<file path="config.mk">
export PLATFORM = sky130hd
export DESIGN_NAME = mac_array_seq
export DESIGN_NICKNAME = d
export VERILOG_FILES = /design/src/rtl/mac_pkg.sv /design/src/rtl/mac_array_seq_inst_skew.sv /design/src/rtl/mac_array_seq.sv
export SDC_FILE = /design/constraint.sdc
export NUM_CORES = 1
export LEC_CHECK = 0
export BUFFER_PORTS_ARGS = -buffer_cell sky130_fd_sc_hd__clkbuf_2
export CORE_AREA = 3 3 78 51
export DETAILED_ROUTE_END_ITERATION = 6
export DIE_AREA = 0 0 81 54
export PLACE_DENSITY = 0.79
export SLEW_MARGIN = 30
export SYNTH_ARGS = -nofsm -noshare
export SYNTH_HDL_FRONTEND = slang
export SYNTH_SLANG_ARGS = --single-unit
</file>
<file path="constraint.sdc">
create_clock -name clk -period 2.15 [get_ports clk]
set_input_delay 0.43 -clock clk [delete_from_list [all_inputs] [get_ports clk]]
set_output_delay 0.43 -clock clk [all_outputs]
set_load 0.02 [all_outputs]
</file>
<file path="src/rtl/mac_pkg.sv">
// -----------------------------------------------------------------------------
// mac_pkg
// Shared definitions for the MAC array sequencer: the 2-bit per-row
// instruction encodings, the dataflow mode constants, the sequencer FSM state
// type, and small decode helpers that map an FSM state to what it issues.
// -----------------------------------------------------------------------------
package mac_pkg;

    // Per-row instruction encodings (bit 1 = execute, bit 0 = load / OS flush)
    localparam logic [1:0] INST_IDLE = 2'b00;
    localparam logic [1:0] INST_LOAD = 2'b01;
    localparam logic [1:0] INST_EXEC = 2'b10;
    localparam logic [1:0] INST_OS   = 2'b11;

    // Dataflow select
    localparam logic MODE_WS = 1'b0;
    localparam logic MODE_OS = 1'b1;

    typedef enum logic [2:0] {
        ST_IDLE  = 3'd0,
        ST_LOAD  = 3'd1,
        ST_GAP   = 3'd2,
        ST_EXEC  = 3'd3,
        ST_FLUSH = 3'd4,
        ST_DRAIN = 3'd5,
        ST_DONE  = 3'd6
    } state_e;

    // Instruction issued to row 0 while the FSM sits in a given state.
    function automatic logic [1:0] issue_of(input state_e st, input logic mode);
        logic [1:0] inst;
        case (st)
            ST_LOAD:  inst = INST_LOAD;
            ST_FLUSH: inst = INST_LOAD;
            ST_EXEC:  inst = (mode == MODE_OS) ? INST_OS : INST_EXEC;
            default:  inst = INST_IDLE;
        endcase
        return inst;
    endfunction

    // States in which the L0 FIFO is read (weights in LOAD, activations in EXEC).
    function automatic logic reads_l0(input state_e st);
        logic rd;
        case (st)
            ST_LOAD: rd = 1'b1;
            ST_EXEC: rd = 1'b1;
            default: rd = 1'b0;
        endcase
        return rd;
    endfunction

endpackage

</file>
<file path="src/rtl/mac_array_seq_inst_skew.sv">
// -----------------------------------------------------------------------------
// inst_skew
// STAGES-deep shift chain of 2-bit instructions. Stage r drives row r of the
// MAC array, so row r sees the row-0 instruction r cycles later.
// Ports:
//   clk     in   clock, rising edge
//   reset   in   synchronous active-high clear of every stage
//   inst_i  in   instruction entering stage 0
//   inst_o  out  all stages, row r in bits [2r+1:2r]
// -----------------------------------------------------------------------------
module inst_skew
    import mac_pkg::*;
#(
    parameter int unsigned STAGES = 8
) (
    input  logic                  clk,
    input  logic                  reset,
    input  logic [1:0]            inst_i,
    output logic [2*STAGES-1:0]   inst_o
);

    logic [2*STAGES-1:0] chain_q;

    // Shift the instruction one row further south every cycle.
    always_ff @(posedge clk) begin
        if (reset) begin
            chain_q <= '0;
        end else begin
            chain_q[1:0] <= inst_i;
            for (int r = 1; r < STAGES; r++) begin
                chain_q[2*r +: 2] <= chain_q[2*(r-1) +: 2];
            end
        end
    end

    assign inst_o = chain_q;

endmodule

</file>
<file path="src/rtl/mac_array_seq.sv">
// -----------------------------------------------------------------------------
// mac_array_seq
// Instruction sequencer for the stacked mac_row array. A start pulse walks
// LOAD -> GAP -> EXEC -> DRAIN (weight-stationary) or EXEC -> FLUSH -> DRAIN
// (output-stationary), then DONE. Row-0 instructions are skewed one cycle per
// row by inst_skew.
// Ports:
//   clk, reset          clock and synchronous active-high reset
//   start               command pulse, honoured only when idle
//   mode_in, num_vec    dataflow mode and execute-vector count, latched on start
//   inst_w              per-row instruction, row r in bits [2r+1:2r]
//   mode_select         latched mode for every mac_row
//   l0_rd               L0 read strobe (L0 data arrives one cycle later)
//   busy, done          run in progress / one-cycle completion pulse
// -----------------------------------------------------------------------------
module mac_array_seq
    import mac_pkg::*;
#(
    parameter int unsigned row    = 8,
    parameter int unsigned col    = 8,
    parameter int unsigned cnt_bw = 8
) (
    input  logic                clk,
    input  logic                reset,
    input  logic                start,
    input  logic                mode_in,
    input  logic [cnt_bw-1:0]   num_vec,
    output logic [2*row-1:0]    inst_w,
    output logic                mode_select,
    output logic                l0_rd,
    output logic                busy,
    output logic                done
);

    localparam logic [cnt_bw-1:0] CNT_ONE    = cnt_bw'(1);
    localparam logic [cnt_bw-1:0] LOAD_LAST  = cnt_bw'(col - 1);
    localparam logic [cnt_bw-1:0] FLUSH_LAST = cnt_bw'(row - 1);
    localparam logic [cnt_bw-1:0] DRAIN_LAST = cnt_bw'(row + col - 1);

    state_e              state_q;
    logic [cnt_bw-1:0]   cnt_q;
    logic [cnt_bw-1:0]   num_q;
    logic                mode_q;
    logic [1:0]          issue_q;
    logic                l0_rd_q;
    logic                busy_q;
    logic                done_q;

    // Sequencer FSM: phase counters plus outputs registered from the current state.
    always_ff @(posedge clk) begin
        if (reset) begin
            state_q <= ST_IDLE;
            cnt_q   <= '0;
            num_q   <= '0;
            mode_q  <= MODE_WS;
            issue_q <= INST_IDLE;
            l0_rd_q <= 1'b0;
            busy_q  <= 1'b0;
            done_q  <= 1'b0;
        end else begin
            // Outputs follow the state one cycle later; row-0 inst_w lags
            // l0_rd by a further stage so it lines up with L0 read data.
            issue_q <= issue_of(state_q, mode_q);
            l0_rd_q <= reads_l0(state_q);
            busy_q  <= (state_q != ST_IDLE) && (state_q != ST_DONE);
            done_q  <= (state_q == ST_DONE);

            case (state_q)
                ST_IDLE: begin
                    cnt_q <= '0;
                    // done_q marks the visible DONE cycle; a start there is dropped.
                    if (start && !done_q) begin
                        mode_q <= mode_in;
                        num_q  <= num_vec;
                        if (mode_in == MODE_WS) begin
                            state_q <= ST_LOAD;
                        end else if (num_vec == '0) begin
                            state_q <= ST_DRAIN;
                        end else begin
                            state_q <= ST_EXEC;
                        end
                    end else begin
                        state_q <= ST_IDLE;
                    end
                end
                ST_LOAD: begin
                    if (cnt_q == LOAD_LAST) begin
                        cnt_q   <= '0;
                        state_q <= ST_GAP;
                    end else begin
                        cnt_q   <= cnt_q + CNT_ONE;
                    end
                end
                ST_GAP: begin
                    cnt_q <= '0;
                    if (num_q == '0) begin
                        state_q <= ST_DRAIN;
                    end else begin
                        state_q <= ST_EXEC;
                    end
                end
                ST_EXEC: begin
                    // cnt_q tops out at num_q-1, so num_vec = all-ones never wraps.
                    if ((cnt_q + CNT_ONE) == num_q) begin
                        cnt_q   <= '0;
                        state_q <= (mode_q == MODE_OS) ? ST_FLUSH : ST_DRAIN;
                    end else begin
                        cnt_q   <= cnt_q + CNT_ONE;
                    end
                end
                ST_FLUSH: begin
                    if (cnt_q == FLUSH_LAST) begin
                        cnt_q   <= '0;
                        state_q <= ST_DRAIN;
                    end else begin
                        cnt_q   <= cnt_q + CNT_ONE;
                    end
                end
                ST_DRAIN: begin
                    if (cnt_q == DRAIN_LAST) begin
                        cnt_q   <= '0;
                        state_q <= ST_DONE;
                    end else begin
                        cnt_q   <= cnt_q + CNT_ONE;
                    end
                end
                ST_DONE: begin
                    cnt_q   <= '0;
                    state_q <= ST_IDLE;
                end
                default: begin
                    cnt_q   <= '0;
                    state_q <= ST_IDLE;
                end
            endcase
        end
    end

    inst_skew #(
        .STAGES (row)
    ) u_inst_skew (
        .clk    (clk),
        .reset  (reset),
        .inst_i (issue_q),
        .inst_o (inst_w)
    );

    assign mode_select = mode_q;
    assign l0_rd       = l0_rd_q;
    assign busy        = busy_q;
    assign done        = done_q;

endmodule

</file>
# --- Word-level counts from Yosys, hierarchy flattened ---
# Index checks and enable logic that the tools add are counted.
# Widths: inputs -> output; s select.
op_classes:
  add_sub_neg: 1
  eq_ne: 14
  n_mux: 17
  reduce_logical: 11
op_table:
  columns: ["operator", "n"]
  rows:
  - ["$mux 3", 8]
  - ["$mux 8", 3]
  - ["$pmux 8 s3", 1]
  - ["$pmux 3 s6", 1]
  - ["$logic_not 8->1", 2]
  - ["$eq 3x3->1 const B", 3]
  - ["$add 8x1->8 const B", 1]
  - ["$eq 8x3->1 const B", 1]
  - ["$eq 8x4->1 const B", 1]
  - ["$eq 8x8->1", 1]
  - ["$ne 2x2->1 const B", 4]
  - ["$eq 3x2->1 const B", 2]
  - ["$pmux 2 s2", 1]
  - ["$reduce_and 4->1", 1]
  - ["$reduce_or 2->1", 2]
  - ["$eq 3x1->1 const B", 1]
  - ["$logic_not 3->1", 1]
  - ["$mux 1", 3]
  - ["$ne 3x3->1 const B", 1]
  - ["$reduce_bool 3->1", 1]
  - ["$logic_and 1x1->1", 2]
  - ["$reduce_and 2->1", 1]
  - ["$logic_not 1->1", 1]
word_totals:
  reg_bits: 41
  inputBits: 12
  out_inout_bits: 20
  word_cells: 52

# --- Logic depth before layout (Yosys ltp) ---
# Gate-level depths: netlist of run 1.
logic_depth:
  word_depth: 5
  mapped_depth: 7
  mapped_depth_nobuf: 6

# --- By module ---
# From an unflattened synthesis of run 1, not the netlist that was laid out.
unflattened:
  hier_cells: 176
  hier_area_um2: 1765.4
modules_own_cells:
  columns: ["module", "instances", "cells_each", "area_each_um2", "seq_area_each_um2"]
  rows:
  - ["mac_array_seq", 1, 143, 1301.2, 500.5]
  - ["inst_skew", 1, 33, 464.2, 320.3]

# --- Least setup slack after synthesis of run 1 ---
# No wires, ideal clock.
synth_path:
  path_kind: "reg-to-reg"
  start: "register cnt_q[0]"
  end: "register state_q[0]"
  setup_ns: 0.137
  arrival_time_ns: 1.610
  required_time_ns: 2.013
  setup_slack_ns: 0.403
  stages_incl_launch_ff: 7
  n_path_buf: 0
  period_less_slack_ns: 1.747
  cell_sequence: "dfxtp_1 ha_1 xnor2_1 xor2_1 nand4_1 o31ai_4 o31ai_1"
synth_between:
  elab_chain_cells: 4
  elab_cells_between_ends: 9
  classes_between: "add/sub (1); eq/ne (7); reduce/logical (1)"
synth_lines:
  columns: ["item", "line", "rtl"]
  rows:
  - ["from (decl)", "mac_array_seq.sv:41", "logic [cnt_bw-1:0] cnt_q;"]
  - ["from (signal assigned)", "mac_array_seq.sv:91", "cnt_q <= cnt_q + CNT_ONE;"]
  - ["from (signal assigned)", "mac_array_seq.sv:108", "cnt_q <= cnt_q + CNT_ONE;"]
  - ["from (signal assigned)", "mac_array_seq.sv:116", "cnt_q <= cnt_q + CNT_ONE;"]
  - ["$add 8x1->8", "mac_array_seq.sv:104", "if ((cnt_q + CNT_ONE) == num_q) begin"]
  - ["$eq 8x8->1", "mac_array_seq.sv:104", null]
  - ["$ne 2x2->1 (no source line)", null, null]
  - ["$reduce_and 4->1 (no source line) *", null, null]
  - ["to (signal assigned)", "mac_array_seq.sv:106", "state_q <= (mode_q == MODE_OS) ? ST_FLUSH : ST_DRAIN;"]
  - ["to (decl)", "mac_array_seq.sv:40", "state_e state_q;"]
# Every way passes the cells marked *; elsewhere a longest branch is shown, timed or not.
# A chain may end at the register's enable or synchronous reset.

# --- Worst setup path in the final report of run 1 ---
# Ends and elaborated chain as after synthesis.

==> results.yml, run 1 <==
run_status:
  run_status: "finished, final reports clean"
yosys:
  synth_largest_area_cell: "sky130_fd_sc_hd__dfxtp_1"
  seq_total_area_yosys_pct: 46.4
  edff_count_synth: 0
  number_of_flip_flops_and_latches_in_the_synthesized_netlist: 41
  mappedNetlistArea_um2: 1770
  netlist_top_cells_area: "sky130_fd_sc_hd__dfxtp_1 (46%), sky130_fd_sc_hd__nor2b_1 (5.7%), sky130_fd_sc_hd__mux2i_1 (5.1%)"
  synth-async-reset-ratio_pct: 0
  yosys.area.top_type_share_pct: 46.4
  synth_ff_type: "sky130_fd_sc_hd__dfxtp_1"
  yosysUniqueCellTypes: 44
  syn_area_per_cell_um2: 10.3
  netlist_instances: 172
  yosysWarningCount: 0
  mappedNetlistNets: 185
die:
  starting_utilization_of_the_core_area_pct: 54.5
  design.die.area_um2: 4370
  die_height_um: 54
  core_region_area_um2: 3240
  floorplan.die.width_um: 81
  row_count: 16
  io-pin-count: 32
timing:
  fin_tns_setup_ns: 0
  timing_worst_slew_pin_value_ns: 0.384
  grt_setup_unrepaired: "false"
  maximum_clock_frequency_mhz: 493
  maxSlewHeadroom_pct: 74.2
  layout_worst_path_cycle_share_pct: 94.3
  clock-skew-final_ns: 0.00459
  setup_viol: 0
  final_period_minus_worst_setup_slack_ns: 2.03
  timing.final.max_slew_violations: 0
  timing.final.hold_violations: 0
  final.setup.worst_slack_ns: 0.123
clock_tree:
  clk_pin_slew_worst_paths_ns: 0.08
  clock-sinks: 41
  tritoncts: "yes"
  cts_made_buffers: 5
  cts_max_level: 2
  cts_root_buf: "sky130_fd_sc_hd__clkbuf_8"
  cts_resized: 0
  cts.path.max_buffers: 2
  clk_latency_ns: 0.29
  hold_buffers: 0
routing:
  route.antenna.remaining_nets: 0
  route.final.wire_length_um: 3930
  routed_via_density: 5.51
  drt_first_iter_violations: 99
  drt-pass1-iter-count: 4
  drt-wirelength-per-cell_um: 15.8
  post-route-drc-count: 0
  vias: 1366
global_route:
  grt_start_max_net_pins: 34
  overflow: 0
  grt_pass1_vias: 1265
  grt_usage_pct: 19.6
  number_of_antenna_violations_at_the_first_check_in_global_routing: 0
  grt_first_pass_wirelength_um: 6180
critical_path:
  criticalPathCategory: "reg2reg"
  worst_path_max_fanout: 8
  worstPathArrival_ns: 2.20
  worst_setup_path_start_kind: "flip-flop"
  rrSetupSlack_ns: 0.12
  reg2reg_depth: 7
  critPathRequiredTime_ns: 2.32
  critPathCaptureType: "flip-flop"
hold_path:
  worstHoldPathCells: 3
  hold_path_class: "in2reg"
flow_run:
  cap_violations: 0
place:
  dp_hpwl_um: 2990
  gp_congestion: 0.947
  placement.io_buffers: 31
  place_worst_setup_slack_ns: 0.125
power:
  leakage_nw: 0.818
  ir_worst_vdd_mv: 0.612
  power_per_cell_area_nw_per_um2: 1110
final_layout:
  area_used_by_multi_input_combinational_logic_um2: 856
  fraction_of_layout_instances_using_a_drive_strength_above_1_pct: 26.6
  finalNetCount: 215
  ff_latch_area_um2: 821
  fillerInstances: 284
  synthToLayoutAreaGrowth_pct: 15.1
  insertedDiodeCount: 0
==> cells in the mapped netlist, types with 2 or more instances <==
cell	count
sky130_fd_sc_hd__nand2b_1	3
sky130_fd_sc_hd__xor2_1	7
sky130_fd_sc_hd__dfxtp_1	41
sky130_fd_sc_hd__a31oi_1	3
sky130_fd_sc_hd__o31ai_4	2
sky130_fd_sc_hd__buf_2	3
sky130_fd_sc_hd__and3_1	2
sky130_fd_sc_hd__nor2b_1	16
sky130_fd_sc_hd__mux2i_1	9
sky130_fd_sc_hd__nor4_1	5
sky130_fd_sc_hd__nand3_1	5
sky130_fd_sc_hd__a21oi_1	9
sky130_fd_sc_hd__nand2_1	2
sky130_fd_sc_hd__clkbuf_8	2
sky130_fd_sc_hd__clkbuf_1	3
sky130_fd_sc_hd__a31o_2	2
sky130_fd_sc_hd__inv_1	2
sky130_fd_sc_hd__xnor2_1	7
sky130_fd_sc_hd__buf_6	2
sky130_fd_sc_hd__o31ai_1	2
sky130_fd_sc_hd__nand4_1	5
sky130_fd_sc_hd__nor2_1	18
==> critical path: stages, from the launching register on <==
cell	delay [ns]
sky130_fd_sc_hd__dfxtp_1	0.35
sky130_fd_sc_hd__ha_1	0.28
sky130_fd_sc_hd__xnor2_1	0.34
sky130_fd_sc_hd__xor2_1	0.17
sky130_fd_sc_hd__nand4_1	0.22
sky130_fd_sc_hd__o31ai_4	0.26
sky130_fd_sc_hd__buf_4	0.19
sky130_fd_sc_hd__o31ai_1	0.08
==> layer usage <==
metal / vias to the layer above / wire, µm / track usage [%]
met5: - / 0 / 0
met2: 46 / 1680 / 27.4
li1: 666 / - / -
met4: 0 / 50 / 9.83
met1: 649 / 1840 / 26.6
met3: 5 / 348 / 7.02
==> cell type report <==
| class | count | share of cell area, % |
|---|---|---|
| Tap cell | 45 | 2.77 |
| Timing Repair Buffer | 34 | 8.73 |
| Multi-Input combinational cell | 118 | 42.1 |
| Clock inverter | 1 | 1.48 |
| Clock buffer | 7 | 4.24 |
| Inverter | 2 | 0.369 |
| Sequential cell | 41 | 40.3 |
==> state kept, by name, summed over array words and instances, names as in the netlist <==
register and count:
issue_q 2, l0_rd 1, done 1, mode_select 1
cnt_q 8, u_inst_skew.inst_o 16, state_q 3, num_q 8
busy 1
==> cell usage in the layout, fill, tap and decap left out, types with 3 or more instances in the layout <==
cell type	netlist	routed
sky130_fd_sc_hd__dfxtp_1	41	41
sky130_fd_sc_hd__a31oi_1	3	3
sky130_fd_sc_hd__nand3_1	5	5
sky130_fd_sc_hd__xnor2_1	7	7
sky130_fd_sc_hd__a21oi_1	9	9
sky130_fd_sc_hd__clkbuf_8	2	6
sky130_fd_sc_hd__nor4_1	5	5
sky130_fd_sc_hd__xor2_1	7	7
sky130_fd_sc_hd__nor2_1	18	18
sky130_fd_sc_hd__mux2i_1	9	9
sky130_fd_sc_hd__nor2b_1	16	16
sky130_fd_sc_hd__clkbuf_2	0	31
sky130_fd_sc_hd__buf_4	1	3
sky130_fd_sc_hd__nand2b_1	3	3
sky130_fd_sc_hd__nand4_1	5	5
==> path summary, 6_finish.rpt <==
kind / from / endpoint
setup reg to reg: cnt_q[0]$_SDFF_PP0_ / state_q[0]$_SDFFE_PP0P_
hold / removal: num_vec[3] / num_q[3]$_SDFFE_PP0P_
hold reg to reg: issue_q[0]$_SDFF_PP0_ / u_inst_skew.inst_o[0]$_SDFF_PP0_
setup / recovery: cnt_q[0]$_SDFF_PP0_ / state_q[0]$_SDFFE_PP0P_
==> report_power, final <==
group	internal [mW]	switching, mW
sequential	0.857	0.121
clock	0.379	0.262
combinational	0.276	0.365
total	1.51	0.748
==> cell families (layout without fill, tap and decap cells) <==
kind of cell / after synthesis / in the layout / synth area share [%]
simple gates: 64 / 64 / 20.7
flops: 41 / 41 / 46.4
mux: 9 / 9 / 5.10
compound gates: 29 / 29 / 13.7
fa+ha+maj: 1 / 1 / 0.708
xor+xnor: 15 / 15 / 8.21
buf+inv: 13 / 44 / 5.17
==> through the flow <==
step	std cells	hold WS [ns]	util (%)	total power [mW]	cell area, µm²
after global routing	248	0.398	62.7	2.37	2030
after floorplan	172	0.414	-	1.48	1770
after global placement	239	0.430	58.9	1.58	1910
after CTS	247	0.390	62.5	2.25	2030
final	248	0.391	62.7	2.26	2030
after detailed placement	239	0.434	58.9	1.62	1910
==> what timing repair did <==
action / CTS / global route
endpoints found under the setup margin: 0 / 8
setup buffers: 0 / 1
hold endpoints to repair: 0 / 0
No activity file was read; power rests on OpenSTA's default activity.
==> run 2, diff against run 1 <==
--- a/config.mk
+++ b/config.mk
@@ -6,9 +6,9 @@
 export NUM_CORES = 1
 export LEC_CHECK = 0
 export BUFFER_PORTS_ARGS = -buffer_cell sky130_fd_sc_hd__clkbuf_2
-export CORE_AREA = 3 3 78 51
+export CORE_AREA = 3 3 68 58
 export DETAILED_ROUTE_END_ITERATION = 6
-export DIE_AREA = 0 0 81 54
+export DIE_AREA = 0 0 71 61
 export PLACE_DENSITY = 0.79
 export SLEW_MARGIN = 30
 export SYNTH_ARGS = -nofsm -noshare
==> run 2 against run 1 <==
Compared with the run above: sequential share of layout area hardly changed; setup slack gained 0.071 ns; clock skew down 0.0012 ns; first-iteration DRC count down 48%; wire length is 8.2% lower; maximum frequency is 3.6% higher; sequential power shrank 0.4%; clock-buffer cell count fell by 1; non-clock buffer count decreased by 1; register-to-register slack better by 0.07 ns; critical endpoint unchanged; largest cell class unchanged.
==> results.yml, run 2 (synthesized netlist as in run 1, its figures left out) <==
run_status:
  run_status: "finished, final reports clean"
final_layout:
  finalNetCount: 214
  synthToLayoutAreaGrowth_pct: 15.2
  final_cell_count_no_fill: 244
  final_util_pct: 61.2
  fraction_of_layout_instances_using_a_drive_strength_above_1_pct: 27.7
  largest_register_ffs: 16
  layout.cells.most_common_list: "sky130_fd_sc_hd__dfxtp_1 (41), sky130_fd_sc_hd__clkbuf_2 (31), sky130_fd_sc_hd__nor2_1 (18), sky130_fd_sc_hd__nor2b_1 (16)"
  leading_cell_type_in_the_layout_fill_and_taps_excluded: "sky130_fd_sc_hd__dfxtp_1"
  insertedDiodeCount: 0
hold_path:
  hold_path_class: "in2reg"
  hold_path.startpoint: "num_vec[5]"
  min_to: "num_q[5]$_SDFFE_PP0P_"
  worstHoldPathCells: 3
timing:
  final_period_minus_worst_setup_slack_ns: 1.96
  timing_worst_slew_pin_value_ns: 0.416
  holdWs_ns: 0.393
  maximum_clock_frequency_mhz: 511
  layout_worst_path_cycle_share_pct: 91.0
  setup_viol: 0
  final.setup.worst_slack_ns: 0.193
  clock-skew-final_ns: 0.00334
  timing.final.hold_violations: 0
  maxSlewHeadroom_pct: 72.0
  timing.final.max_slew_violations: 0
critical_path:
  reg2reg_depth: 6
  endpoint_of_the_worst_slack_reg_to_reg_timing_path: "state_q[0]$_SDFFE_PP0P_"
  rrSetupSlack_ns: 0.19
  critPathRequiredTime_ns: 2.32
  critPathCaptureType: "flip-flop"
  worst_path_max_fanout: 8
  worstPathArrival_ns: 2.13
  criticalPathCategory: "reg2reg"
  worst_setup_path_start_kind: "flip-flop"
  crit-reg2reg-launch: "cnt_q[0]$_SDFF_PP0_"
routing:
  vias: 1386
  routed_via_density: 5.68
  drt_first_iter_violations: 51
  post-route-drc-count: 0
  route.antenna.remaining_nets: 0
  drt-wirelength-per-cell_um: 14.8
  drt-pass1-iter-count: 4
  route.final.wire_length_um: 3610
clock_tree:
  cts_made_buffers: 5
  cts_max_level: 2
  clock-sinks: 41
  tritoncts: "yes"
  clk_pin_slew_worst_paths_ns: 0.08
  cts_root_buf: "sky130_fd_sc_hd__clkbuf_8"
  cts.path.max_buffers: 2
  clk_latency_ns: 0.29
global_route:
  grt_start_max_net_pins: 34
  grt_pass1_vias: 1309
  grt_usage_pct: 17.6
  overflow: 0
  grt_first_pass_wirelength_um: 5890
  number_of_antenna_violations_at_the_first_check_in_global_routing: 0
power:
  design_power_total_mw: 2.24
  leakage_nw: 0.811
  ir_worst_vdd_mv: 0.778
  power_per_cell_area_nw_per_um2: 1100
die:
  design.die.area_um2: 4330
  starting_utilization_of_the_core_area_pct: 53.1
  floorplan.die.width_um: 71
  core_region_area_um2: 3330
  die_height_um: 61
  row_count: 19
  io-pin-count: 32
place:
  place_worst_setup_slack_ns: 0.175
  placement.io_buffers: 31
  place.detailed.instances: 236
  gp_congestion: 0.932
  dp_hpwl_um: 2680
flow_run:
  cap_violations: 0
## run 2: report_power, final
group	internal (mW)	total (mW)	leakage, nW	switching (mW)
Combinational	0.276	0.630	0.420	0.354
Clock	0.377	0.639	0.0574	0.261
Sequential	0.857	0.974	0.333	0.117
## run 2: final cells by class
type | count | area (µm²)
clock inverter | 2 | 37.5
fill | 289 | 1290
timing repair buffer | 33 | 170
tap | 42 | 52.6
clock buffer | 6 | 82.6
sequential | 41 | 821
multi-input combinational | 118 | 866
inverter | 2 | 7.51
## run 2: repair_timing
item,CTS,global route
endpoints found under the hold margin,0,0
hold buffers,0,0
resized for setup,0,2
setup endpoints to repair,0,3
buffers inserted,0,0
## run 2: metrics by stage
step | setup TNS (ns) | instance area, µm²
2_1_floorplan | 0 | 1770
3_3_place_gp | 0 | 1910
4_1_cts | 0 | 2030
5_1_grt | -0.00623 | 2040
6_report | 0 | 2040
3_5_place_dp | 0 | 1910
## run 2: routing by layer
metal	track usage [%]	vias to the layer above	routed length [µm]
li1	-	669	-
met1	21.7	662	1590
met2	28.9	48	1710
met3	5.96	7	258
met4	6.97	0	53
met5	0	-	0
## run 2: worst max path at each step
stage	start	end	slack (ns)	cells past startpoint
6_report	cnt_q[0]$_SDFF_PP0_	state_q[0]$_SDFFE_PP0P_	0.19	6
5_1_grt	cnt_q[0]$_SDFF_PP0_	state_q[0]$_SDFFE_PP0P_	-0.006	6
4_1_cts	cnt_q[0]$_SDFF_PP0_	state_q[0]$_SDFFE_PP0P_	0.15	6
3_5_place_dp	cnt_q[0]$_SDFF_PP0_	state_q[0]$_SDFFE_PP0P_	0.17	6
3_3_place_gp	cnt_q[0]$_SDFF_PP0_	state_q[0]$_SDFFE_PP0P_	0.28	6
2_1_floorplan	cnt_q[0]$_SDFF_PP0_	state_q[0]$_SDFFE_PP0P_	0.40	6
## run 2: worst max-delay path: stages (launching register included)
cell and delay, ns:
sky130_fd_sc_hd__dfxtp_1 0.40, sky130_fd_sc_hd__ha_2 0.29, sky130_fd_sc_hd__nand3_1 0.16, sky130_fd_sc_hd__xnor2_1 0.18, sky130_fd_sc_hd__nand4_1 0.22, sky130_fd_sc_hd__o31ai_4 0.44, sky130_fd_sc_hd__o31ai_1 0.13
